[src/rtl/audio_fifo_pkg.sv]
// Shared constants and helpers for the audio FIFO and related buffering blocks.
package audio_fifo_pkg;

  localparam int unsigned FWFT_OFF = 0;
  localparam int unsigned FWFT_ON  = 1;

  // Smallest r such that 2**r >= value.
  function automatic int unsigned clog2(input int unsigned value);
    int unsigned res;
    res = 0;
    while ((64'd1 << res) < 64'(value)) res = res + 1;
    return res;
  endfunction

endpackage

[src/rtl/fifo_dpram.sv]
// Simple dual-port RAM: synchronous write on port A, registered read with enable on port B.
module fifo_dpram #(
  parameter int unsigned DATA_WIDTH = 24,
  parameter int unsigned ADDR_WIDTH = 4
) (
  input  logic                  clk,
  input  logic                  rst_a,
  input  logic                  wea,
  input  logic [ADDR_WIDTH-1:0] addra,
  input  logic [DATA_WIDTH-1:0] dia,
  input  logic                  enb,
  input  logic [ADDR_WIDTH-1:0] addrb,
  output logic [DATA_WIDTH-1:0] dob
);

  localparam int unsigned DEPTH = 32'(1) << ADDR_WIDTH;

  logic [DATA_WIDTH-1:0] mem_q [DEPTH];
  logic [DATA_WIDTH-1:0] dob_q;
  logic [DATA_WIDTH-1:0] dob_d;

  always_ff @(posedge clk) begin
    if (wea) mem_q[addra] <= dia;
  end

  always_comb begin
    dob_d = dob_q;
    if (enb) dob_d = mem_q[addrb];
  end

  // Read register is reset so the output never shows X after reset.
  always_ff @(posedge clk or posedge rst_a) begin
    if (rst_a) dob_q <= '0;
    else       dob_q <= dob_d;
  end

  assign dob = dob_q;

endmodule

[src/rtl/audio_fifo.sv]
// Audio sample FIFO with standard/FWFT read modes, fill level, thresholds, sticky errors and flush.
module audio_fifo
  import audio_fifo_pkg::*;
#(
  parameter int unsigned DATA_WIDTH = 24,
  parameter int unsigned ADDR_WIDTH = 4,
  parameter int unsigned FWFT       = 0,
  parameter int unsigned AF_LEVEL   = 12,
  parameter int unsigned AE_LEVEL   = 4
) (
  input  logic                  clk,
  input  logic                  rst_a,
  input  logic                  clr,
  input  logic                  wr_en,
  input  logic [DATA_WIDTH-1:0] data_in,
  input  logic                  rd_en,
  output logic [DATA_WIDTH-1:0] data_out,
  output logic                  full,
  output logic                  empty,
  output logic                  almost_full,
  output logic                  almost_empty,
  output logic [ADDR_WIDTH:0]   level,
  output logic                  overflow,
  output logic                  underflow
);

  localparam int unsigned DEPTH = 32'(1) << ADDR_WIDTH;
  localparam int unsigned LVL_W = clog2(DEPTH + 1);
  localparam bit          SHOW_AHEAD = (FWFT == FWFT_ON);

  logic [ADDR_WIDTH-1:0] wr_ptr_q, wr_ptr_d;
  logic [ADDR_WIDTH-1:0] rd_ptr_q, rd_ptr_d;
  logic [LVL_W-1:0]      level_q, level_d;
  logic [LVL_W-1:0]      ram_words;
  logic                  valid_q, valid_d;
  logic                  ovf_q, ovf_d;
  logic                  udf_q, udf_d;
  logic                  wr_acc, rd_acc, ram_rd, prefetch;

  assign full         = (level_q == LVL_W'(DEPTH));
  assign almost_full  = (level_q >= LVL_W'(AF_LEVEL));
  assign almost_empty = (level_q <= LVL_W'(AE_LEVEL));
  assign empty        = SHOW_AHEAD ? ~valid_q : (level_q == '0);
  assign level        = level_q;
  assign overflow     = ovf_q;
  assign underflow    = udf_q;

  // Words still sitting in the RAM, excluding the one already presented on data_out.
  assign ram_words = level_q - LVL_W'(valid_q);

  always_comb begin
    wr_acc   = wr_en & ~full & ~clr;
    rd_acc   = rd_en & ~empty & ~clr;
    prefetch = SHOW_AHEAD & (ram_words != '0) & (~valid_q | rd_acc) & ~clr;
    ram_rd   = SHOW_AHEAD ? prefetch : rd_acc;
  end

  always_comb begin
    wr_ptr_d = wr_ptr_q;
    rd_ptr_d = rd_ptr_q;
    level_d  = level_q;
    valid_d  = valid_q;
    ovf_d    = ovf_q;
    udf_d    = udf_q;
    if (clr) begin
      wr_ptr_d = '0;
      rd_ptr_d = '0;
      level_d  = '0;
      valid_d  = 1'b0;
      ovf_d    = 1'b0;
      udf_d    = 1'b0;
    end else begin
      if (wr_acc) wr_ptr_d = wr_ptr_q + ADDR_WIDTH'(1);
      if (ram_rd) rd_ptr_d = rd_ptr_q + ADDR_WIDTH'(1);
      case ({wr_acc, rd_acc})
        2'b10:   level_d = level_q + LVL_W'(1);
        2'b01:   level_d = level_q - LVL_W'(1);
        default: level_d = level_q;
      endcase
      if (wr_en & full)  ovf_d = 1'b1;
      if (rd_en & empty) udf_d = 1'b1;
      if (SHOW_AHEAD) begin
        if (prefetch)    valid_d = 1'b1;
        else if (rd_acc) valid_d = 1'b0;
      end
    end
  end

  always_ff @(posedge clk or posedge rst_a) begin
    if (rst_a) begin
      wr_ptr_q <= '0;
      rd_ptr_q <= '0;
      level_q  <= '0;
      valid_q  <= 1'b0;
      ovf_q    <= 1'b0;
      udf_q    <= 1'b0;
    end else begin
      wr_ptr_q <= wr_ptr_d;
      rd_ptr_q <= rd_ptr_d;
      level_q  <= level_d;
      valid_q  <= valid_d;
      ovf_q    <= ovf_d;
      udf_q    <= udf_d;
    end
  end

  // In standard mode the RAM read register is data_out; in FWFT mode it holds the prefetched head.
  fifo_dpram #(
    .DATA_WIDTH(DATA_WIDTH),
    .ADDR_WIDTH(ADDR_WIDTH)
  ) u_ram (
    .clk   (clk),
    .rst_a (rst_a),
    .wea   (wr_acc),
    .addra (wr_ptr_q),
    .dia   (data_in),
    .enb   (ram_rd),
    .addrb (rd_ptr_q),
    .dob   (data_out)
  );

endmodule

[config.mk]
export PLATFORM = sky130hd
export DESIGN_NAME = audio_fifo
export DESIGN_NICKNAME = d
export VERILOG_FILES = /design/src/rtl/audio_fifo_pkg.sv /design/src/rtl/fifo_dpram.sv /design/src/rtl/audio_fifo.sv
export SDC_FILE = /design/constraint.sdc
export NUM_CORES = 1
export LEC_CHECK = 0
export ABC_AREA = 1
export CORE_UTILIZATION = 60
export DETAILED_ROUTE_END_ITERATION = 6
export GPL_ROUTABILITY_DRIVEN = 0
export GPL_TIMING_DRIVEN = 0
export PLACE_DENSITY_LB_ADDON = 0.12
export SYNTH_ARGS = -nofsm -noshare
export SYNTH_HDL_FRONTEND = slang
export SYNTH_HIERARCHICAL = 1
export SYNTH_SLANG_ARGS = --single-unit
[constraint.sdc]
create_clock -name clk -period 3.5 [get_ports clk]
set_input_delay 0.525 -clock clk [delete_from_list [all_inputs] [get_ports clk]]
set_output_delay 0.525 -clock clk [all_outputs]
set_load 0.02 [all_outputs]
== Yosys cells after proc, flatten, opt, wreduce, memory -nomap -nowiden ==
Memory sizes are Yosys's and may differ from the RTL's. A register that Yosys moved wholly into a read port is not among the register bits.
Cells that the tools add are included.

* Flip-flop bits (word level): 15
* RAM bits: 384
* Bits of input ports: 29
* Output and inout port bits: 35
* Logic and storage cells: 42
* Memories kept: 1

{| class="wikitable"
|+ Memory list
! memory !! depth !! bits a word !! read ports !! clocked after Yosys merged registers in !! wr ports !! line !! text
|-
| u_ram.mem_q || 16 || 24 || 1 || 1 || 1 || fifo_dpram.sv:18 || <nowiki>logic [DATA_WIDTH-1:0] mem_q [DEPTH];</nowiki>
|}

* $add $sub $neg: 4
* Magnitude comparators: 2
* Eq/ne operators: 3
* Mux-type cells: 12
* Bitwise operators: 9
* Reduce and logical (&&, ||, !) cells: 6

{| class="wikitable"
|+ Operators by type and width
! cell !! number
|-
| $mux W4 || 4
|-
| $pmux W5 S2 || 1
|-
| $add A4 B1 Y4 const B || 2
|-
| $reduce_bool A2 Y1 || 4
|-
| $and A1 B1 Y1 || 6
|-
| $mux W1 || 6
|-
| $add A5 B1 Y5 const B || 1
|-
| $eq A5 B5 Y1 const B || 1
|-
| $ge A5 B4 Y1 const B || 1
|-
| $le A5 B3 Y1 const B || 1
|-
| $logic_not A5 Y1 || 1
|-
| $mux W5 || 1
|-
| $sub A5 B1 Y5 const B || 1
|-
| $not A1 Y1 || 3
|-
| $reduce_bool A3 Y1 || 1
|-
| $eq A2 B1 Y1 const B || 1
|-
| $eq A2 B2 Y1 const B || 1
|}

== Logic depth before layout (Yosys ltp) ==
* Depth in word-level cells: 7
* Gate-level depth with buffers: 15
* Mapped depth without buffers: 15

== Hierarchy ==
Netlist, hierarchy kept.

{| class="wikitable"
|+ By module, submodules not included
! module !! instances !! cells each !! area each (um^2)
|-
| fifo_dpram || 1 || 1,388 || 16,315.6
|-
| audio_fifo || 1 || 110 || 943.4
|}

== Least setup slack after synthesis ==
OpenSTA, ideal clock, no wires.

* Kind: reg-to-reg
* Start: register level_q[0], in the netlist level[0]
* End: memory u_ram.mem_q[12][0] (enable)
* Setup time: 0.405 ns
* Arrival time: 2.299 ns
* Data required time: 3.095 ns
* Path slack: 0.796 ns
* Stages on the path, launching flop included: 7
* Path buffers: 0
* Cells stage by stage: dfrtp_1 > nor2_4 > nand3_2 > nand2_4 > nor2_1 > nand3_1 > nor2_1

* Longest elaborated chain between the ends: 6

{| class="wikitable"
|+ Ends and longest elaborated chain
! what !! line !! text
|-
| from (decl) || audio_fifo.sv:33 || <nowiki>logic [LVL_W-1:0] level_q, level_d;</nowiki>
|-
| from (signal assigned) || audio_fifo.sv:100 || <nowiki>level_q <= level_d;</nowiki>
|-
| $eq A5 B5 Y1 || audio_fifo.sv:40 || <nowiki>assign full = (level_q == LVL_W'(DEPTH));</nowiki>
|-
| $not A1 Y1 || audio_fifo.sv:52 || <nowiki>wr_acc = wr_en & ~full & ~clr;</nowiki>
|-
| $and A1 B1 Y1 (2 in series) || audio_fifo.sv:52 ||
|-
| named net wr_acc || audio_fifo.sv:38 || <nowiki>logic wr_acc, rd_acc, ram_rd, prefetch;</nowiki>
|-
| $mux W1 || fifo_dpram.sv:23 || <nowiki>if (wea) mem_q[addra] <= dia;</nowiki>
|-
| $mux W1 (implied by the code) || fifo_dpram.sv:23 ||
|-
| to (decl) || fifo_dpram.sv:18 ||
|}

The timed path passes the listed nets, and every way through them passes these cells.

== Worst setup path in the final report ==
* Start: register level_q[0], in the netlist level[0]
* End: memory u_ram.mem_q[14][14] (enable)

Same word-level chain as after synthesis.

==> reports/qor.csv <==
metric,value,unit
status,"finished, final reports clean",
CP Buf/Inv Count,0,
CTS Buffer Depth,3,
Post-synth EDFFs,384,
RR Endpoint,u_ram/mem_q[14][14]$_DFFE_PP_,
largest net degree at the start of global routing,25,
DP Worst Slack,0.282,ns
simple-gate portion of the synthesized area,23.2,%
CTS buffer count,42,
Final period util,80.7,%
vias in the first global route,11500,
global route total overflow,0,
full die area,0.0294,sq mm
Yosys warnings,6,
Synth top area share,66.8,%
Final Max Tran Viols,0,
Async SR Flop Fraction,9.22,%
Worst-Margin Slew,1.26,ns
crit-path max cell delay,0.91,ns
register bit count reported by yosys,423,
initial DRC count,1229,
clk sink count,423,
slowest CP cell,nor2_4,
I/O pins,64,
placed standard-cell area,0.0186,sq mm
XOR/XNOR Fraction of Synth Area,0.101,%
Synth top cells by count,"nand2_1 (604), edfxtp_1 (384), nand3_1 (297)",
Arrival @ worst endpoint,2.98,ns
post-route setup slack,0.676,ns
top post-synthesis cells by area,"edfxtp_1 (67%), nand2_1 (13%), nand3_1 (8.6%), dfrtp_1 (5.7%), buf_2 (1.2%)",
"Hold-fix buffers, CTS",0,
H-tree depth,2,
final wirelength,45.2,mm
PD cells,747,mW/mm^2
Syn Area/Cell,11.5,sq um
family with the most delay on the worst path,simple AND/OR/NAND/NOR gates,
initial antenna violation count,1,
top-count cell post-synth,nand2_1,
mux cell area share after synthesis,0,%
Crit path top cell by count,nor2_4,
Leakage,7.57,nW
# Max-Cap Violations,0,
Rel. slew slack,16.1,%
count of cell types in the netlist,28,
Final nets,1646,
min cycle time layout,2.82,ns
"Reg clk slew, reported paths",0.06,ns
share of layout cells above drive strength 1,10.3,%
Wirelength per Cell,22.4,um
largest family of logic cells by synthesized area,simple AND/OR/NAND/NOR gates,
via/cell ratio,5.89,
Die Ht,172,um
Rows,61,
post-synthesis compound-gate area fraction,0.638,%
Pre-antenna DRT Iters,5,
CTS-repair resized insts,0,
Final Instance Area,0.0200,sq mm
root buffer cell,clkbuf_16,
Crit. End Element,register,
setup violators final,0,
CP startpoint kind,register,
cell taking the most area after synthesis,edfxtp_1,
Total Power,14.9,mW
# port buffers,63,
first-pass GRT wire length,67.2,mm
cell count after synthesis,1498,
WS Path Type,reg2reg,
Worst VDD drop,0.000483,V
GRT Total Usage,32.0,%
hold crit path type,in2async,
worst-path fanout max,24,
Adder-Cell Fraction of Synth Area,0.478,%
Chip Width,172,um
floorplan core area,0.0280,sq mm
syn_nets,1533,
worst r2r path cells,6,
Synth Flop Type,edfxtp_1,
postcts setup bufs,0,
n_diodes,0,
synthesized area,0.0173,sq mm
Detail Route Antenna Nets,0,
post-route clock skew,0.00672,ns
sequential area share after synthesis,72.5,%
Worst-Skew Late Latency,0.54,ns
RSZ-0062 raised after global routing,false,
Initial Util,61.6,%
R2R setup slack,0.68,ns
CTS tree,yes,
WP data required,3.65,ns
highest clock rate,0.354,GHz
via count,11900,
Final Hold Violating Endpoints,0,
residual DRC count,0,
Reg2Reg Launch Point,level[0]$_DFFE_PP0P_,
"Area growth, synth to finish",15.9,%
crit path cell chain,nor2_4 > nand3_2 > nand2_4 > nor2_1 > nand3_1 > nor2_4,
HPWL after DPL,28.5,mm
final cells by class:
class                   count  area [sq um]
flip-flops and latches    423         12500
multi-input cells         969          4340
fillers                  1883          8010
repair buffers             69           788
inverters                  23          86.3
plain buffers              83           448
well taps                 378           473
clock inverters            19           171
clock buffers              57          1190
per-stage QoR:
stage	cells	utilization [%]	hold slack [ns]	TNS, ns
after global placement	1939	65.6	0.461	-251.96
after detailed placement	1945	66.5	0.464	0
final	2021	71.4	0.386	0
after floorplan	1498	-	0.426	0
after global routing	2021	71.4	0.451	0
after CTS	2021	71.4	0.414	0
sequential cells by signal, summed over array words and instances (netlist names):
name / cells
level: 5
u_ram/dob: 24
u_ram/mem_q: 384
wr_ptr_q: 4
underflow: 1
rd_ptr_q: 4
overflow: 1
per-layer routing:
| layer | share of wire, % | GRT usage [%] |
|---|---|---|
| met5 | 0.029 | 0 |
| met4 | 3.7 | 12.9 |
| met3 | 11 | 4.90 |
| met2 | 48 | 52.2 |
| met1 | 38 | 43.5 |
cell families after synthesis:
kind of cell	Yosys count
buf+inv	106
fa+ha+maj	6
simple gates	943
flops	423
xor+xnor	2
compound gates	18
how the worst max path moves through the flow:
stage                     slack [ns]  depth (start not counted)            startpoint                             to
after floorplan                 0.80                          6  level[0]$_DFFE_PP0P_   u_ram/mem_q[12][0]$_DFFE_PP_
after global routing            0.55                          6  level[2]$_DFFE_PP0P_  u_ram/mem_q[15][13]$_DFFE_PP_
after global placement         -0.96                          4                   clr  u_ram/mem_q[10][22]$_DFFE_PP_
after detailed placement        0.28                          5                 wr_en  u_ram/mem_q[14][21]$_DFFE_PP_
after CTS                       0.69                          6  level[0]$_DFFE_PP0P_  u_ram/mem_q[14][20]$_DFFE_PP_
final                           0.68                          6  level[0]$_DFFE_PP0P_  u_ram/mem_q[14][14]$_DFFE_PP_
where the power goes:
part / switching, mW / leakage (nW) / internal [mW]
clock network: 1.83 / 0.675 / 2.61
logic: 3.06 / 2.94 / 1.44
registers: 0.185 / 3.96 / 5.80
worst register-to-register path: cells and delay by family, from the launching register on:
kind / cells / cell delay, ns
DFF: 1 / 0.48
and+or+nand+nor: 6 / 1.95
placed cells by master, fill, tap and decap left out, drive strengths merged:
cell type,Yosys,layout
a211oi,1,1
a21oi,7,7
buf,67,73
bufinv,0,3
clkbuf,16,73
clkdlybuf4s50,0,63
clkinv,0,15
dfrtp,39,39
edfxtp,384,384
fa,1,1
ha,5,5
inv,23,24
nand2,611,611
nand3,299,299
nand3b,3,3
nor2,28,28
nor3,2,2
o21a,1,1
o21ai,9,9
xnor2,1,1
xor2,1,1
Power figures use the tool's default switching activity.
